File: src/rtl/quiz_round_ctrl_if.sv
// Player/display side of the quiz round sequencer: control strobes in, phase and score state out.
interface quiz_round_ctrl_if;
    logic       start;
    logic       abort;
    logic       answer_valid;
    logic       answer_correct;
    logic [1:0] phase;
    logic       new_question;
    logic [7:0] time_left;
    logic [3:0] round_idx;
    logic [3:0] score;
    logic       last_correct;
    logic       timeout;
    logic       done;

    modport master (
        output start, abort, answer_valid, answer_correct,
        input  phase, new_question, time_left, round_idx, score, last_correct, timeout, done
    );

    modport slave (
        input  start, abort, answer_valid, answer_correct,
        output phase, new_question, time_left, round_idx, score, last_correct, timeout, done
    );
endinterface

File: src/rtl/quiz_round_ctrl.sv
// Quiz round sequencer: SHOW -> ANSWER -> FEEDBACK per question, timed by a prescaled tick,
// scoring NUM_ROUNDS questions per game.
module quiz_round_ctrl #(
    parameter int TICK_DIV       = 500,
    parameter int SHOW_TICKS     = 2,
    parameter int ANSWER_TICKS   = 10,
    parameter int FEEDBACK_TICKS = 3,
    parameter int NUM_ROUNDS     = 8
) (
    input  logic          clk_in,
    input  logic          reset,
    quiz_round_ctrl_if.slave bus
);
    localparam int CW = $clog2(TICK_DIV);

    typedef enum logic [1:0] {
        IDLE     = 2'b00,
        SHOW     = 2'b01,
        ANSWER   = 2'b10,
        FEEDBACK = 2'b11
    } state_t;

    state_t        state, state_nxt;
    logic [CW-1:0] presc;
    logic [7:0]    time_left;
    logic [3:0]    round_idx, score;
    logic          last_correct, timeout, new_question, done;
    logic          tick, phase_end, last_round;
    logic          game_start, ans_hit, ans_to, fb_next, fb_done;

    always_ff @(posedge clk_in or posedge reset) begin
        if (reset) state <= IDLE;
        else       state <= state_nxt;
    end

    always_comb begin
        tick       = (presc == CW'(TICK_DIV - 1));
        phase_end  = tick && (time_left == 8'd1);
        last_round = (round_idx == 4'(NUM_ROUNDS - 1));
        state_nxt  = state;
        game_start = 1'b0;
        ans_hit    = 1'b0;
        ans_to     = 1'b0;
        fb_next    = 1'b0;
        fb_done    = 1'b0;
        // abort outranks everything, including a start seen in IDLE
        if (bus.abort) begin
            state_nxt = IDLE;
        end else begin
            case (state)
                IDLE: if (bus.start) begin
                    state_nxt  = SHOW;
                    game_start = 1'b1;
                end
                SHOW: if (phase_end) state_nxt = ANSWER;
                ANSWER: begin
                    // an answer arriving with the final tick still counts as an answer
                    if (bus.answer_valid) begin
                        state_nxt = FEEDBACK;
                        ans_hit   = 1'b1;
                    end else if (phase_end) begin
                        state_nxt = FEEDBACK;
                        ans_to    = 1'b1;
                    end
                end
                FEEDBACK: if (phase_end) begin
                    if (last_round) begin
                        state_nxt = IDLE;
                        fb_done   = 1'b1;
                    end else begin
                        state_nxt = SHOW;
                        fb_next   = 1'b1;
                    end
                end
                default: state_nxt = IDLE;
            endcase
        end
    end

    always_ff @(posedge clk_in or posedge reset) begin
        if (reset) begin
            presc        <= '0;
            time_left    <= '0;
            round_idx    <= '0;
            score        <= '0;
            last_correct <= 1'b0;
            timeout      <= 1'b0;
            new_question <= 1'b0;
            done         <= 1'b0;
        end else begin
            new_question <= (state_nxt == SHOW) && (state != SHOW);
            done         <= fb_done;

            // every state change restarts the prescaler so phases are whole ticks long
            if (state_nxt != state || state_nxt == IDLE || tick) presc <= '0;
            else                                                  presc <= presc + 1'b1;

            if (state_nxt != state) begin
                case (state_nxt)
                    SHOW:     time_left <= 8'(SHOW_TICKS);
                    ANSWER:   time_left <= 8'(ANSWER_TICKS);
                    FEEDBACK: time_left <= 8'(FEEDBACK_TICKS);
                    default:  time_left <= '0;
                endcase
            end else if (tick && state != IDLE) begin
                time_left <= time_left - 8'd1;
            end

            if (game_start) begin
                round_idx    <= '0;
                score        <= '0;
                last_correct <= 1'b0;
                timeout      <= 1'b0;
            end
            if (ans_hit) begin
                last_correct <= bus.answer_correct;
                timeout      <= 1'b0;
                score        <= score + {3'b000, bus.answer_correct};
            end
            if (ans_to) begin
                last_correct <= 1'b0;
                timeout      <= 1'b1;
            end
            if (fb_next) round_idx <= round_idx + 4'd1;
        end
    end

    assign bus.phase        = state;
    assign bus.new_question = new_question;
    assign bus.time_left    = time_left;
    assign bus.round_idx    = round_idx;
    assign bus.score        = score;
    assign bus.last_correct = last_correct;
    assign bus.timeout      = timeout;
    assign bus.done         = done;
endmodule

File: src/flat_wrapper.sv
// flat-port wrapper written by rule: the top's interface ports become plain ports
module quiz_round_ctrl_flat 
#(
    parameter int TICK_DIV       = 500,
    parameter int SHOW_TICKS     = 2,
    parameter int ANSWER_TICKS   = 10,
    parameter int FEEDBACK_TICKS = 3,
    parameter int NUM_ROUNDS     = 8
)
  (clk_in, reset, bus_start, bus_abort, bus_answer_valid, bus_answer_correct, bus_phase, bus_new_question, bus_time_left, bus_round_idx, bus_score, bus_last_correct, bus_timeout, bus_done);
  quiz_round_ctrl_if bus_i ();
  input  logic clk_in;
  input  logic reset;
  input wire logic [$bits(bus_i.start)-1:0] bus_start;
  input wire logic [$bits(bus_i.abort)-1:0] bus_abort;
  input wire logic [$bits(bus_i.answer_valid)-1:0] bus_answer_valid;
  input wire logic [$bits(bus_i.answer_correct)-1:0] bus_answer_correct;
  output wire logic [$bits(bus_i.phase)-1:0] bus_phase;
  output wire logic [$bits(bus_i.new_question)-1:0] bus_new_question;
  output wire logic [$bits(bus_i.time_left)-1:0] bus_time_left;
  output wire logic [$bits(bus_i.round_idx)-1:0] bus_round_idx;
  output wire logic [$bits(bus_i.score)-1:0] bus_score;
  output wire logic [$bits(bus_i.last_correct)-1:0] bus_last_correct;
  output wire logic [$bits(bus_i.timeout)-1:0] bus_timeout;
  output wire logic [$bits(bus_i.done)-1:0] bus_done;
  assign bus_i.start = bus_start;
  assign bus_i.abort = bus_abort;
  assign bus_i.answer_valid = bus_answer_valid;
  assign bus_i.answer_correct = bus_answer_correct;
  assign bus_phase = bus_i.phase;
  assign bus_new_question = bus_i.new_question;
  assign bus_time_left = bus_i.time_left;
  assign bus_round_idx = bus_i.round_idx;
  assign bus_score = bus_i.score;
  assign bus_last_correct = bus_i.last_correct;
  assign bus_timeout = bus_i.timeout;
  assign bus_done = bus_i.done;
  quiz_round_ctrl #(.TICK_DIV(TICK_DIV), .SHOW_TICKS(SHOW_TICKS), .ANSWER_TICKS(ANSWER_TICKS), .FEEDBACK_TICKS(FEEDBACK_TICKS), .NUM_ROUNDS(NUM_ROUNDS)) u_core (.clk_in(clk_in), .reset(reset), .bus(bus_i));
endmodule
File: config.mk
export PLATFORM = sky130hd
export DESIGN_NAME = quiz_round_ctrl_flat
export DESIGN_NICKNAME = d
export VERILOG_FILES = /design/src/rtl/quiz_round_ctrl_if.sv /design/src/rtl/quiz_round_ctrl.sv /design/src/flat_wrapper.sv
export SDC_FILE = /design/constraint.sdc
export NUM_CORES = 1
export LEC_CHECK = 0
export CAP_MARGIN = 20
export CORE_ASPECT_RATIO = 0.7
export CORE_MARGIN = 1
export CORE_UTILIZATION = 40
export CTS_CLUSTER_SIZE = 8
export DETAILED_ROUTE_END_ITERATION = 10
export HOLD_SLACK_MARGIN = 0.03
export PLACE_DENSITY_LB_ADDON = 0.25
export SYNTH_ARGS = -nofsm -noshare
export SYNTH_HDL_FRONTEND = slang
export SYNTH_SLANG_ARGS = --single-unit
export TNS_END_PERCENT = 30
File: constraint.sdc
create_clock -name clk_in -period 4.8 [get_ports clk_in]
set_input_delay 1.2 -clock clk_in [delete_from_list [all_inputs] [get_ports clk_in]]
set_output_delay 1.2 -clock clk_in [all_outputs]
set_load 0.005 [all_outputs]
# == Word-level counts from Yosys, hierarchy flattened ==
# Cells that the tools add are included.
# op_classes
muxes,38
n_eq_ne,11
addsub,4
reduce_logical,12
# op_table
op,n
1-bit two-way mux,24
8-bit two-way mux,2
2-bit two-way mux,6
4-bit two-way mux,3
4-bit case mux with 3 select lines,1
"9-bit by 1-bit adder with 9-bit output, second input constant",1
"9-bit == test, second input constant",1
9-bit two-way mux,1
"2-bit == test, second input constant",4
"8-bit by 1-bit == test with 1-bit output, second input constant",1
2-bit case mux with 4 select lines,1
2-bit nonzero test,4
"8-bit by 1-bit subtractor with 8-bit output, second input constant",1
4-bit by 1-bit adder with 4-bit output,1
"4-bit by 1-bit adder with 4-bit output, second input constant",1
"2-bit by 1-bit == test with 1-bit output, second input constant",2
"4-bit by 3-bit == test with 1-bit output, second input constant",1
2-bit logical NOT,2
1-bit logical AND,3
3-bit nonzero test,1
1-bit logical OR,2
"2-bit by 1-bit inequality test with 1-bit output, second input constant",1
2-bit inequality test,1
# totals
output_inout_bits,22
ff_bits,31
in_bits,6
word_cells,74

# == Longest topological paths before layout ==
# Gate-level depths: netlist of run 1.
# logic_depth
depth_word,10
mapped_depth,7

# == Worst setup path before layout of run 1 ==
# No wires, ideal clock.
# synth_path
path_kind,input to register
from,in bus_abort
to,"reg u_core.score[3], in the netlist u_core.bus.score[3]"
path_slack_ns,2.579
arrival_time_ns,2.100
n_path_buf,0
cell_stages,4
setup_time_ns,0.121
t_required_ns,4.679
path_cell_list,nand2b_1 > nor3b_2 > a31oi_1 > a22o_1
# synth_via
elab_chain_cells,2
# synth_lines
item,line,text
start: declaration,flat_wrapper.sv:15,input wire logic [$bits(bus_i.abort)-1:0] bus_abort;
1-bit two-way mux,quiz_round_ctrl.sv:47,if (bus.abort) begin
4-bit two-way mux / 2-bit nonzero test (equally long branches),n/a,
end signal: assignment,quiz_round_ctrl.sv:118,"score <= score + {3'b000, bus.answer_correct};"
end: declaration,quiz_round_ctrl.sv:26,"logic [3:0] round_idx, score;"
# Parallel ways exist; a longest one is shown, timed or not.
# A chain may end at the register's enable or synchronous reset.

# == Worst setup path after layout of run 1 ==
# Ends and elaborated chain as after synthesis.

==> results.md, run 1 <==
- Result of the run: finished clean
- Largest cells by area after synthesis: dfrtp_1 (46%), xnor2_1 (6.2%), nor2_1 (4.9%)
- Final worst path period share: 56.8%
- Num ports: 28
- Post-CTS sizing: 0
- Final Skew: 0.0101 ns
- TritonRoute pass-1 iters: 4
- Antenna Diode Count: 0
- Max Root-Sink Buffers: 2
- Number of synthesized flops with an enable pin: 0
- Total Die Area: 4510 µm²
- Max-slew headroom at the worst pin: 71.2%
- Total routing resource utilization after global routing: 17.7%
- Peak ir drop on the vdd network: 0.141 mV
- PwrDens: 268 nW/µm²
- Worst Tran Pin Value: 0.430 ns
- Pin count of the biggest net entering global routing: 26
- Std-Cell Rows: 19
- Number of distinct standard cells referenced by the synthesized netlist: 45
- Area of the mapped netlist: 1700 µm²
- Portion of the post-synthesis area used by sequential elements: 45.7%
- Post-synthesis average cell area: 10.3 µm²
- Number of clock buffers inserted by TritonCTS: 5
- Die Width: 79.8 µm
- Topmost layer with routed signal wires: met4
- Count of buffers from port buffering: 27
- WS Path Type: primary input to flop
- Met2 wire len: 1550 µm
- Crit path launch type: primary input
- Met3 Routed Length: 149 µm
- Clk slew on worst S/H paths: 0.07 ns
- DRT iter0 DRCs: 91
- Initial antenna violation count: 0
- Post-layout utilization of the core: 53.4%
- Final-stage net count: 210
- Path type of the worst min-delay path: flop to flop
- DP HPWL: 2710 µm
- Most frequently used flop master after synthesis: dfrtp_1
- Category of the worst setup path capture point: flop
- Min Clock Period, post-route: 2.72 ns
- Total of max-cap violations: 0
- Delay of the slowest cell on the worst path: 0.54 ns
- Warning count from the yosys run: 0
- Number of hold-repair buffers added at the cts stage: 0
- Sum of overflow across all layers after global routing: 0
- #FFs+latches synth: 31
- Die Span Y: 56.5 µm
- Timing-limited maximum frequency: 0.367 GHz
- Vias: 1,337
- Clock latency of the later-clocked register in the worst-skew pair: 0.28 ns
- H-tree depth: 2
- Cells along the critical path: clkdlybuf4s50_1, nand2b_1, nor3b_2, a31oi_1, a22o_1
- Largest area contributor in the netlist: dfrtp_1
- Clock tree from TritonCTS: yes
- Final count of hold timing violations: 0
- Detailed-route vias per instance: 5.33
- DRT antenna net count: 0
- Area grow syn2layout: 25.8%
- Metal1 wirelength: 1820 µm
- Via count of the first global-routing pass: 1,307
- Unrepaired setup endpoints after global routing: false
- Clk root buf: clkbuf_8
- Buffers inserted by post-CTS timing repair: 0
- DRC violations left: 0
- Share of post-route cells with drive strength above 1: 11.1%
- Net Count, Synth: 177
- Final TNS setup: 0 ns
- Clk sinks: 31
- Top fanout value on the critical path: 9
- Data arrival time of the worst path: 2.90 ns
- Dominant cell by count in the synthesized netlist: dfrtp_1
- Floorplan Core Area: 3990 µm²
- Detailed-route wire length: 3550 µm
- Leakage: 0.000900 µW
- Weighted congestion at the end of routability-driven global placement: 0.802
- Master of the slowest instance on the critical path: clkdlybuf4s50_1
- Commonest cells in the synthesized netlist: dfrtp_1 (31), nor2_1 (22), nand2_1 (15)
- Share of Yosys cell area claimed by the top area cell type: 45.7%
- Data required, critical path: 4.97 ns
- Gate Count Post-Synth: 165
- Async SR Flop Fraction: 100%
- Initial standard-cell utilization of the core: 42.5%
- Number of max-slew violations in the final report: 0
- First-pass GRT wire length: 6070 µm
- # setup viols final: 0
- Average wire per cell in the routed design: 14.2 µm
- Filler cell count: 343
## cells by family (layout without fill, tap and decap cells)
| family | after synthesis | in the layout | share of synthesized area (%) |
|---|---|---|---|
| buffers and inverters | 8 | 42 | 1.84 |
| adders and majority gates | 6 | 6 | 4.42 |
| and+or+nand+nor | 76 | 76 | 26.6 |
| AOI/OAI and AO/OA | 25 | 25 | 11.4 |
| muxes | 3 | 3 | 1.77 |
| DFF | 31 | 31 | 45.7 |
| xor gates and xnor gates | 16 | 16 | 8.26 |
## cell usage in the layout, fill, tap and decap left out, drive strengths merged, types with 2 or more instances in the layout
| master | count |
|---|---|
| ha | 6 |
| nor2 | 22 |
| nor3b | 2 |
| mux2i | 3 |
| xor2 | 4 |
| nand2 | 15 |
| inv | 6 |
| a22o | 3 |
| nor4 | 2 |
| nand4 | 3 |
| a32o | 2 |
| clkdlybuf4s50 | 27 |
| xnor2 | 12 |
| o21ai | 4 |
| nand2b | 2 |
| nand3 | 8 |
| nand3b | 2 |
| nor3 | 8 |
| a21oi | 7 |
| clkbuf | 7 |
| dfrtp | 31 |
| or3 | 2 |
## critical path: cells and delay by family
family / cells / cell delay (ns)
simple gates: 2 / 0.75
buf+inv: 1 / 0.54
compound gates: 2 / 0.40
## power breakdown
| part | internal (µW) | switching, µW |
|---|---|---|
| logic | 31.7 | 37.6 |
| clock network | 130 | 97.6 |
| registers | 267 | 8.13 |
## through the flow
stage,hold WS [ns],cell area [µm²],setup slack [ns],instances,power [µW]
5_1_grt,0.493,2130,1.95,251,597
3_5_place_dp,0.454,2030,1.77,243,350
2_1_floorplan,0.432,1700,2.58,165,323
6_report,0.460,2130,2.08,251,572
3_3_place_gp,0.448,2030,1.87,243,349
4_1_cts,0.462,2130,2.07,251,578
## registers in the layout, indices dropped and copies added, names as in the netlist
register	flops
u_core.bus.done	1
u_core.bus.last_correct	1
u_core.bus.new_question	1
u_core.bus.phase	2
u_core.bus.round_idx	4
u_core.bus.score	4
u_core.bus.time_left	8
u_core.bus.timeout	1
u_core.presc	9
## layout make-up
cell class | count | area (µm²) | area share [%]
clock buffers | 7 | 96.3 | 4.51
clock inverters | 1 | 7.51 | 0.352
well taps | 52 | 65.1 | 3.05
inverters | 6 | 22.5 | 1.06
multi-input cells | 126 | 890 | 41.7
flip-flops and latches | 31 | 776 | 36.3
repair buffers | 28 | 278 | 13.0
## path summary, 6_finish.rpt
| check | from | endpoint | slack [ns] | depth (start not counted) |
|---|---|---|---|---|
| worst max register to register | u_core.bus.time_left[1] | u_core.bus.last_correct | 2.77 | 7 |
| worst max-delay path | bus_abort | u_core.bus.score[3] | 2.08 | 5 |
| max in group asynchronous | reset | u_core.presc[2] | 3.07 | 3 |
| worst min register to register | u_core.presc[0] | u_core.presc[0] | 0.46 | 1 |
| worst min-delay path | u_core.presc[0] | u_core.presc[0] | 0.46 | 1 |
| min in group asynchronous | reset | u_core.bus.time_left[7] | 1.13 | 2 |
## layer usage
metal	vias to the layer above	global-route usage, %
met3	5	4.23
met2	29	26.3
met4	0	4.08
met1	648	26.2
met5	-	0
li1	655	-
No activity file was read; power rests on OpenSTA's default activity.
==> inputs of run 2 (changes only) <==
==> constraint.sdc (replaced) <==
create_clock -name clk_in -period 2.7 [get_ports clk_in]
set_input_delay 0.675 -clock clk_in [delete_from_list [all_inputs] [get_ports clk_in]]
set_output_delay 0.675 -clock clk_in [all_outputs]
set_load 0.005 [all_outputs]
==> run 2 against run 1 <==
Effect of this change: clock skew is 0.0014 ns lower; register-to-register slack worse by 2.2 ns; non-clock buffer count is 1 higher; final area is 0.59% lower; clock power is 53% higher; critical path type is now flop to output pin; highest routed layer unchanged.
==> results.md, run 2 (same netlist as run 1, synthesis figures left out) <==
- Commonest cells after routing, fill and taps aside: dfrtp_1 (31), clkdlybuf4s50_1 (27), nor2_1 (22)
- Max-slew headroom at the worst pin: 72.4% (+1.2 points)
- Number of clock buffers inserted by TritonCTS: 5 (unchanged)
- Number of max-slew violations in the final report: 0 (unchanged)
- Area grow syn2layout: 25.1%
- Final-stage net count: 211 (+0.48%)
- PwrDens: 455 nW/µm² (+70%)
- DP HPWL: 2820 µm (+4.2%)
- WS Path Type: flop to output pin
- Most common cell after layout, fill and taps aside: dfrtp_1
- Depth of the critical timing path with buffers and inverters included: 1 (-4)
- Finished Layout Cells: 252 (+0.40%)
- Die Width: 79.8 µm (unchanged)
- Average wire per cell in the routed design: 14.8 µm (+4.9%)
- Pin count of the biggest net entering global routing: 32 (+23%)
- Timing-limited maximum frequency: 0.468 GHz
- Via count of the first global-routing pass: 1,349 (+3.2%)
- Crit-path leading delay family: flip-flops
- Buffers inserted by post-CTS timing repair: 0 (unchanged)
- Total Die Area: 4510 µm² (unchanged)
- Clock tree from TritonCTS: yes
- Clk sinks: 31 (unchanged)
- Final count of hold timing violations: 0 (unchanged)
- Post-CTS sizing: 0 (unchanged)
- Master of the slowest instance on the critical path: dfrtp_1
- Filler cell count: 355 (+3.5%)
- Total of max-cap violations: 0 (unchanged)
- Data arrival time of the worst path: 1.46 ns (-1.44 ns)
- DP Cell Count: 244 (+0.41%)
- Cells along the critical path: clkdlybuf4s50_1
- Initial standard-cell utilization of the core: 42.5% (unchanged)
- Path type of the worst min-delay path: flop to flop
- Die Span Y: 56.5 µm (unchanged)
- Data required, critical path: 2.03 ns (-2.94 ns)
- DRC violations left: 0 (unchanged)
- TritonRoute pass-1 iters: 4 (unchanged)
- Detailed-route wire length: 3740 µm (+5.3%)
- Vias: 1,373 (+2.7%)
- DRT antenna net count: 0 (unchanged)
- Initial antenna violation count: 0 (unchanged)
- Std-Cell Rows: 19 (unchanged)
- Most flop-heavy register: u_core.presc
- Crit path launch type: flop
- Share of post-route cells with drive strength above 1: 11.5% (+0.44 points)
- Final TNS setup: 0 ns (unchanged)
- Antenna Diode Count: 0 (unchanged)
- Area of the multi-input gates: 890 µm² (unchanged)
- Final worst path period share: 79.2%
- Clk root buf: clkbuf_8
- Num ports: 28 (unchanged)
- Number of hold-repair buffers added at the cts stage: 0 (unchanged)
- Peak ir drop on the vdd network: 0.259 mV (+83%)
- Category of the worst setup path capture point: output pin
- Buffers and inverters on the worst path: 1 (unchanged)
- Dpl ws: 0.274 ns (-1.49 ns)
- Area of all sequential standard cells: 776 µm² (unchanged)
- H-tree depth: 2 (unchanged)
- First-pass GRT wire length: 6450 µm (+6.4%)
- Leakage: 0.000903 µW (+0.30%)
- Min Clock Period, post-route: 2.14 ns
- Top fanout value on the critical path: 13 (+4)
- Unrepaired setup endpoints after global routing: false
- # setup viols final: 0 (unchanged)
- Number of flip-flops under the largest register name: 9 (unchanged)
- Weighted congestion at the end of routability-driven global placement: 0.811 (+1.2%)
- Total routing resource utilization after global routing: 18.9% (+1.2 points)
- Count of buffers from port buffering: 27 (unchanged)
- Final Skew: 0.00872 ns (-0.00141 ns)
- Clock latency of the later-clocked register in the worst-skew pair: 0.28 ns (about the same)
- Detailed-route vias per instance: 5.45 (+2.3%)
- Floorplan Core Area: 3990 µm² (unchanged)
- DRT iter0 DRCs: 82 (-9.9%)
- Top flop regs: u_core.presc: 9 flops, u_core.bus.time_left: 8 flops
- Result of the run: finished clean
- Worst Tran Pin Value: 0.414 ns (-0.0162 ns)
- Number of cells traversed by the worst register-to-register path: 7 (unchanged)
- Delay of the slowest cell on the worst path: 0.59 ns (+0.05 ns)
- Max Root-Sink Buffers: 2 (unchanged)
- Sum of overflow across all layers after global routing: 0 (unchanged)
- Clk slew on worst S/H paths: 0.07 ns (about the same)
- Worst setup margin: 0.562 ns (-1.51 ns)
- Cell depth of the worst hold path: 1 (unchanged)
-- run 2: changes by cell type in the layout (fill, tap and decap cells not counted), sizes merged --
| cell | previous run | this run |
|---|---|---|
| buf | 1 | 2 |
| clkbuf | 7 | 5 |
| clkinvlp | 1 | 0 |
| clkinv | 0 | 3 |
-- run 2: per-layer routing --
metal  vias to the layer above  global-route usage (%)  share of wire, %
met4                         0                    4.59              0.72
met3                         4                    5.20               4.2
met1                       676                    26.6                50
met5                         -                       0                 0
met2                        31                    28.8                45
li1                        662                       -                 -
-- run 2: layout make-up --
| type | instances | area share [%] |
|---|---|---|
| Multi-Input combinational cell | 126 | 41.9 |
| Sequential cell | 31 | 36.6 |
| Timing Repair Buffer | 29 | 13.4 |
| Clock buffer | 5 | 3.24 |
| Tap cell | 52 | 3.07 |
| Inverter | 6 | 1.06 |
| Clock inverter | 3 | 0.708 |
-- run 2: path summary, 6_finish.rpt --
kind                                          from                       to  slack [ns]
setup / recovery               u_core.bus.phase[1]             bus_phase[1]        0.56
hold / removal                     u_core.presc[0]          u_core.presc[0]        0.46
setup reg to reg           u_core.bus.time_left[1]  u_core.bus.last_correct        0.60
hold reg to reg                    u_core.presc[0]          u_core.presc[0]        0.46
max in group asynchronous                    reset          u_core.presc[3]        1.64
min in group asynchronous                    reset          u_core.presc[4]        0.77
-- run 2: per-stage QoR --
stage / hold WS, ns / util (%) / instance area [µm²] / total power (µW)
3_3_place_gp: 0.450 / 51.0 / 2040 / 621
2_1_floorplan: 0.432 / - / 1700 / 573
6_report: 0.461 / 53.1 / 2120 / 966
4_1_cts: 0.463 / 53.1 / 2120 / 973
5_1_grt: 0.513 / 53.1 / 2120 / 1010
3_5_place_dp: 0.452 / 51.0 / 2040 / 627
-- run 2: worst register-to-register path, cell delays in order, from the launching register on --
cell and delay [ns]:
dfrtp_1 0.41, inv_1 0.14, ha_1 0.17, nor3b_2 0.24
nand4_4 0.24, a22oi_4 0.35, nand4b_1 0.16, a32o_1 0.28
-- run 2: power breakdown --
group | switching [µW] | internal, µW | total (µW) | leakage (µW)
Combinational | 72.5 | 57.3 | 130 | 0.000427
Clock | 172 | 176 | 348 | 0.0000477
Sequential | 14.3 | 475 | 489 | 0.000428
Total | 258 | 708 | 966 | 0.000903
